**src/rtl/pc_loop_sequencer.sv**
```systemverilog
// pc_loop_sequencer: run controller for an attached looping program counter.
// Latches a loop configuration, gates the PC enable pass by pass and flags valid/last/done.
//
// state | meaning
// IDLE  | PC held in reset, config accepted, waiting for start
// RUN   | PC enabled (unless stalled), passes counted
// FLUSH | final value issued, waiting for it to appear on pc
// DONE  | done pulse, PC back in reset
module pc_loop_sequencer #(
  parameter int PC_WIDTH   = 8,
  parameter int ITER_WIDTH = 16
) (
  input  logic                  clk,
  input  logic                  rst,
  input  logic                  cfg_valid,
  output logic                  cfg_ready,
  input  logic [PC_WIDTH-1:0]   cfg_max,
  input  logic [PC_WIDTH-1:0]   cfg_loop,
  input  logic [ITER_WIDTH-1:0] cfg_iters,
  input  logic                  start,
  input  logic                  stall,
  input  logic                  abort,
  output logic                  pc_rst,
  output logic                  pc_en,
  output logic [PC_WIDTH-1:0]   pc_max,
  output logic [PC_WIDTH-1:0]   pc_loop,
  input  logic [PC_WIDTH-1:0]   pc,
  output logic                  pc_valid,
  output logic                  last,
  output logic                  busy,
  output logic                  done,
  output logic [ITER_WIDTH-1:0] iter_count
);

  typedef enum logic [1:0] {IDLE, RUN, FLUSH, DONE} state_t;

  localparam logic [PC_WIDTH-1:0]   PC_ONE   = 1;
  localparam logic [ITER_WIDTH-1:0] ITER_ONE = 1;

  state_t                state, state_nxt;
  logic [PC_WIDTH-1:0]   max_q, loop_q, shadow;
  logic [ITER_WIDTH-1:0] iters_q, remaining, iters_sel;
  logic                  cfg_take, start_ok, end_of_pass, final_issue;
  logic                  pc_unused;

  // The PC's own output is not needed: shadow tracks its pc_next exactly.
  assign pc_unused = ^pc;

  assign cfg_take    = cfg_valid & (state == IDLE);
  assign iters_sel   = cfg_take ? cfg_iters : iters_q;
  assign start_ok    = (state == IDLE) & start & ~abort;
  assign end_of_pass = pc_en & (shadow == max_q);
  assign final_issue = end_of_pass & (remaining == ITER_ONE);

  assign cfg_ready = (state == IDLE);
  assign busy      = (state != IDLE);
  assign pc_max    = max_q;
  assign pc_loop   = loop_q;

  always_ff @(posedge clk or posedge rst) begin
    if (rst) state <= IDLE;
    else     state <= state_nxt;
  end

  always_comb begin
    state_nxt = state;
    pc_en     = 1'b0;
    pc_rst    = 1'b0;
    done      = 1'b0;
    case (state)
      IDLE: begin
        pc_rst = 1'b1;
        if (start_ok) state_nxt = (iters_sel != '0) ? RUN : DONE;
      end
      RUN: begin
        pc_en = ~stall & ~abort;
        if (abort)            state_nxt = IDLE;
        else if (final_issue) state_nxt = FLUSH;
      end
      FLUSH: state_nxt = abort ? IDLE : DONE;
      DONE: begin
        pc_rst    = 1'b1;
        done      = ~abort;
        state_nxt = IDLE;
      end
      default: state_nxt = IDLE;
    endcase
  end

  always_ff @(posedge clk or posedge rst) begin
    if (rst) begin
      max_q      <= '0;
      loop_q     <= '0;
      iters_q    <= '0;
      shadow     <= '0;
      remaining  <= '0;
      iter_count <= '0;
      pc_valid   <= 1'b0;
      last       <= 1'b0;
    end else begin
      pc_valid <= pc_en;
      last     <= final_issue;
      if (cfg_take) begin
        max_q   <= cfg_max;
        loop_q  <= (cfg_loop > cfg_max) ? cfg_max : cfg_loop;
        iters_q <= cfg_iters;
      end
      if (start_ok) begin
        shadow     <= '0;
        remaining  <= iters_sel;
        iter_count <= '0;
      end else if (pc_en) begin
        shadow <= (shadow < max_q) ? shadow + PC_ONE : loop_q;
        if (end_of_pass) begin
          iter_count <= iter_count + ITER_ONE;
          remaining  <= remaining - ITER_ONE;
        end
      end
    end
  end

endmodule

```
**config.mk**
```make
export PLATFORM = sky130hd
export DESIGN_NAME = pc_loop_sequencer
export DESIGN_NICKNAME = d
export VERILOG_FILES = /design/src/rtl/pc_loop_sequencer.sv
export SDC_FILE = /design/constraint.sdc
export NUM_CORES = 1
export LEC_CHECK = 0
export CAP_MARGIN = 20
export CORE_MARGIN = 3
export CORE_UTILIZATION = 53
export CTS_BUF_LIST = sky130_fd_sc_hd__clkbuf_2
export CTS_CLUSTER_DIAMETER = 50
export DETAILED_ROUTE_END_ITERATION = 6
export PLACE_DENSITY = 0.93
export SYNTH_ARGS = -nofsm -noshare
export SYNTH_HDL_FRONTEND = slang
export SYNTH_SLANG_ARGS = --single-unit
```
**constraint.sdc**
```tcl
create_clock -name clk -period 2.88 [get_ports clk]
set_clock_uncertainty 0.05 [all_clocks]
set_input_delay 0.288 -clock clk [delete_from_list [all_inputs] [get_ports clk]]
set_output_delay 0.288 -clock clk [all_outputs]
set_load 0.1 [all_outputs]
```
== Word-level counts from Yosys, hierarchy flattened ==
Index checks and enable logic that the tools add are counted.
Word-level totals
  register bits: 76
  bits in latches: 0
  memory bits (writable): 0
  ROM bits: 0
  input port bits: 46
  output and inout bits: 39
  logic and storage cells: 57
  memories kept: 0
Cells by class
  add/sub/neg operators: 3
  multipliers: 0
  div/mod/pow operators: 0
  order comparisons: 2
  equality and inequality tests: 7
  shift-type cells: 0
  muxes and demuxes: 20
  bitwise gates (word level): 8
  reductions and logical operators: 8
Operators with widths (count)
  $mux 16: 7
  $mux 8: 4
  $add 16x1->16 const B: 1
  $eq 16x1->1 const B: 1
  $reduce_bool 16->1: 1
  $sub 16x1->16 const B: 1
  $mux 2: 5
  $add 8x1->8 const B: 1
  $eq 8x8->1: 1
  $gt 8x8->1: 1
  $lt 8x8->1: 1
  $pmux 2 s4: 1
  $and 1x1->1: 6
  $reduce_bool 2->1: 3
  $eq 2x2->1 const B: 2
  $reduce_and 2->1: 2
  $mux 1: 3
  $ne 3x3->1 const B: 1
  $eq 2x1->1 const B: 1
  $logic_not 2->1: 1
  $ne 2x1->1 const B: 1
  $not 1->1: 2
  $reduce_or 2->1: 1

== Logic depth before layout (Yosys ltp) ==
  depth in word-level cells: 8
  gate-level depth with buffers: 10
  mapped depth without buffers: 8

== Least setup slack after synthesis ==
No wires, ideal clock.
  path kind: register -> register
  from: register max_q[2], in the netlist pc_max[2]
  to: register shadow[6]
  library setup time: 72 ps
  data arrival time: 2778 ps
  required time: 2758 ps
  setup slack: -20 ps
  stages on the path, launching flop included: 10
  buffers on the path: 1
  clock period less this slack: 2900 ps
  path through: dfrtp_1 -> inv_1 -> ha_1 -> o21ai_0 -> a21oi_1 -> o21ba_2 -> or2_2 -> clkbuf_1 -> or4_1 -> nand3_1
On the way
  word-level cells in the longest chain between the ends: 4
Ends and longest elaborated chain
  start: declaration: line 41  | logic [PC_WIDTH-1:0] max_q, loop_q, shadow;
  start signal: assignment: line 104  | max_q <= cfg_max;
  $lt 8x8->1: line 113  | shadow <= (shadow < max_q) ? shadow + PC_ONE : loop_q;
  $mux 8: line 113
  $mux 8: line 112  | end else if (pc_en) begin
  $mux 8: line 108  | if (start_ok) begin
  end signal: assignment: line 113
  end: declaration: line 41
No other way between the ends. The select of a mux whose other input is x is not followed.
A chain may end at the register's enable or synchronous reset.

== Worst setup path in the final report ==
  from: register state[1]
  to: register remaining[13]
On the way
  word-level cells in the longest chain between the ends: 5
  elaborated cells on any way between the ends: 12
  those cells by class: eq/ne: 1; mux: 3; bitwise: 4; reduce/logical: 4
Ends and longest elaborated chain
  start: declaration: line 40  | state_t state, state_nxt;
  start signal: assignment: line 62  | else state <= state_nxt;
  $eq 2x1->1 / $logic_not 2->1 (equally long branches): line 70, 49, 51
  $mux 1 / $and 1x1->1 (equally long branches): line 70, 51
  $and 1x1->1, on equally long branches: line 52, 51
  $reduce_bool 2->1 (no line)
  $reduce_and 2->1 (no line)
  end signal: assignment: line 110  | remaining <= iters_sel;
  end signal: assignment: line 116  | remaining <= remaining - ITER_ONE;
  end: declaration: line 42  | logic [ITER_WIDTH-1:0] iters_q, remaining, iters_sel;
Parallel ways exist; a longest one is shown, timed or not.

==> implementation parameters <==
Parameter                              Value

Clocking
  Worst skew pair latency    520 ps
  Count of hold buffers inserted by post-cts repair    0
  Clock transition at the registers of the reported paths    220 ps
  Post-CTS repair timing setup buffer count    0
  Number of clock sinks    76
  Clock buffer count from CTS    9
  Number of gates resized after cts    0
  Number of H-tree levels    3
  Root buffer cell    sky130_fd_sc_hd__clkbuf_2
  Clock tree from TritonCTS    done
  Clock Path Buffers    2

Pwr
  Peak supply drop    921 µV
  Power per standard cell area    1050 mW/mm²
  Total leakage power    0.00233 µW
  Total power    5360 µW

Logic synthesis
  Post-synthesis instance area    0.00415 mm²
  Most frequently used flop master after synthesis    sky130_fd_sc_hd__dfrtp_1
  Cell type with the highest aggregate area in the netlist    sky130_fd_sc_hd__dfrtp_1
  Post-Syn Nets    495
  Async set or reset register ratio after synthesis    1.00
  Area fraction of the dominant cell type after synthesis    0.458
  Largest cells by area after synthesis    sky130_fd_sc_hd__dfrtp_1 (46%), sky130_fd_sc_hd__ha_1 (7.5%), sky130_fd_sc_hd__nand2_1 (5.1%)
  Instance count of the mapped netlist    424
  YS warnings    0
  Sequential fraction of the synthesis area    0.458
  Most numerous cell in the Yosys netlist    sky130_fd_sc_hd__dfrtp_1
  Distinct cell type count after synthesis    50
  Register bit total from synthesis    76
  Synth top cells by count    sky130_fd_sc_hd__dfrtp_1 (76), sky130_fd_sc_hd__nand2_1 (56), sky130_fd_sc_hd__o21ai_0 (36)
  Count of flip-flops with a built-in enable after synthesis    0
  Mean post-synth cell area    9.79 µm²

Routing
  Detail-routed net length per standard cell    16.3 µm
  Residual antenna-violating net count after detailed routing    0
  DRC Markers    0
  Routed via count    3,495
  Total Wirelength    9.90 mm
  Number of vias per cell    5.75
  Initial DRC Count    138
  Router iterations before antenna repair    4

Global routing
  Largest net degree at the start of global routing    49
  Overflow left after global routing    0
  Vias in the first global route    3,537
  Total track usage    0.230
  First-pass GRT wire length    16.2 mm
  Initial antenna violation count    0

Layout
  Post-layout util    0.689
  Net count of the finished layout    575
  Area growth from synthesis to layout    23.0%
  Antenna cells    0
  Layout cells sized above 1    0.183

Critical path
  Max FO, Critical Path    7
  Category of the critical setup timing path    flip-flop to flip-flop
  Required time at the worst-slack endpoint    3240 ps
  Number of cell instances on the worst register-to-register path    8
  Kind of end point of the critical path    flip-flop
  Worst Path Arrival    3090 ps
  Type of origin of the critical path    flip-flop

Timing
  Number of failing setup endpoints in the final timing report    0
  Share of the clock period used by the worst path after layout    0.946
  Tightest slew margin relative to the limit    0.479
  Min Hold Slack    86.0 ps
  Peak Freq    0.367 GHz
  Unrepaired setup endpoints after global routing    false
  Total Neg Setup Slack    0 ps
  Worst Tran Pin Value    780 ps
  Period minus WS final    2720 ps
  Final Slew Violations    0
  Number of hold violations in the final report    0
  Final worst slack    156 ps

Job
  Count of max-cap constraint violations    0

Placed design
  Pre-CTS setup slack    184 ps
  Port bufs    76
  Final RePlAce weighted congestion    0.883
  Dpl hpwl    7.43 mm

Floorplanning
  Placement Rows    31
  Die X    94.5 µm
  Core region area    0.00741 mm²
  Top-level port count    85
  Starting density of the core    0.560
  Vertical die dimension    94.5 µm
  Area of the die    0.00893 mm²

Run status
  Outcome    finished clean

Worst hold path
  HP Class    primary input to asynchronous set/reset pin
==> flip-flops by register name, summed over array words and instances, names as in the netlist, 2 cells and up <==
name and cells:
iter_count 16, iters_q 16, remaining 16, pc_loop 8, pc_max 8, shadow 8
state 2
==> logic make-up after synthesis <==
kind of cell,after synthesis,synth area share
xor gates and xnor gates,27,0.0570
DFF,76,0.458
muxes,29,0.0754
AOI/OAI and AO/OA,67,0.0926
buffers and inverters,41,0.0377
and+or+nand+nor,159,0.204
adders and majority gates,25,0.0754
==> final timing paths <==
path | to | from | slack [ps]
max | remaining[13]$_DFFE_PP0P_ | state[1]$_DFFE_PP0P_ | 160
min | shadow[5]$_DFFE_PP0P_ | rst | 90
max reg2reg | remaining[13]$_DFFE_PP0P_ | state[1]$_DFFE_PP0P_ | 160
min reg2reg | pc_max[6]$_DFFE_PP0N_ | pc_max[6]$_DFFE_PP0N_ | 490
max in group asynchronous | iters_q[13]$_DFF_PP0_ | rst | 2000
min in group clk | pc_max[7]$_DFFE_PP0N_ | cfg_max[7] | 320
==> report_power, final <==
group | leakage, µW | switching [µW] | total (µW) | internal (µW)
sequential | 0.000961 | 352 | 1810 | 1460
combinational | 0.00130 | 2030 | 2900 | 870
clock | 0.0000782 | 378 | 654 | 276
==> stage by stage <==
stage | instance area, µm² | instances
finish | 5100 | 608
global placement | 4980 | 592
detailed placement | 4980 | 592
global route | 5100 | 608
floorplan | 4150 | 424
CTS | 5100 | 608
==> metal layers <==
metal	track usage	vias to the layer above	routed length (µm)
met5	0	-	0
met4	0.0853	0	222
met3	0.0510	24	457
met2	0.431	110	5290
met1	0.251	1711	3920
li1	-	1650	-
==> cell usage in the layout, fill, tap and decap left out, types with 9 or more instances in the layout <==
master,count
sky130_fd_sc_hd__clkdlybuf4s50_1,37
sky130_fd_sc_hd__a21oi_1,14
sky130_fd_sc_hd__nand4_1,11
sky130_fd_sc_hd__nand3_1,16
sky130_fd_sc_hd__clkbuf_2,9
sky130_fd_sc_hd__buf_4,44
sky130_fd_sc_hd__inv_1,24
sky130_fd_sc_hd__ha_1,25
sky130_fd_sc_hd__o21ai_0,36
sky130_fd_sc_hd__mux2i_1,11
sky130_fd_sc_hd__xor2_1,19
sky130_fd_sc_hd__nor4_1,10
sky130_fd_sc_hd__nor2_1,24
sky130_fd_sc_hd__dfrtp_1,73
sky130_fd_sc_hd__mux2_2,18
sky130_fd_sc_hd__nand2_1,56
==> critical path, stage by stage (launching register included) <==
cell	delay, ps
sky130_fd_sc_hd__dfrtp_1	440
sky130_fd_sc_hd__inv_1	120
sky130_fd_sc_hd__ha_1	210
sky130_fd_sc_hd__or3b_1	470
sky130_fd_sc_hd__nor4_1	480
sky130_fd_sc_hd__and3_1	410
sky130_fd_sc_hd__nand3_1	160
sky130_fd_sc_hd__xor2_1	220
sky130_fd_sc_hd__o21ai_1	80
==> layout make-up <==
cell class | instances | area, µm²
Tap cell | 99 | 124
Fill cell | 548 | 2300
Clock buffer | 9 | 45.0
Clock inverter | 7 | 81.3
Sequential cell | 76 | 1910
Multi-Input combinational cell | 307 | 2090
Timing Repair Buffer | 84 | 761
Inverter | 26 | 97.6
Power figures use the tool's default switching activity.
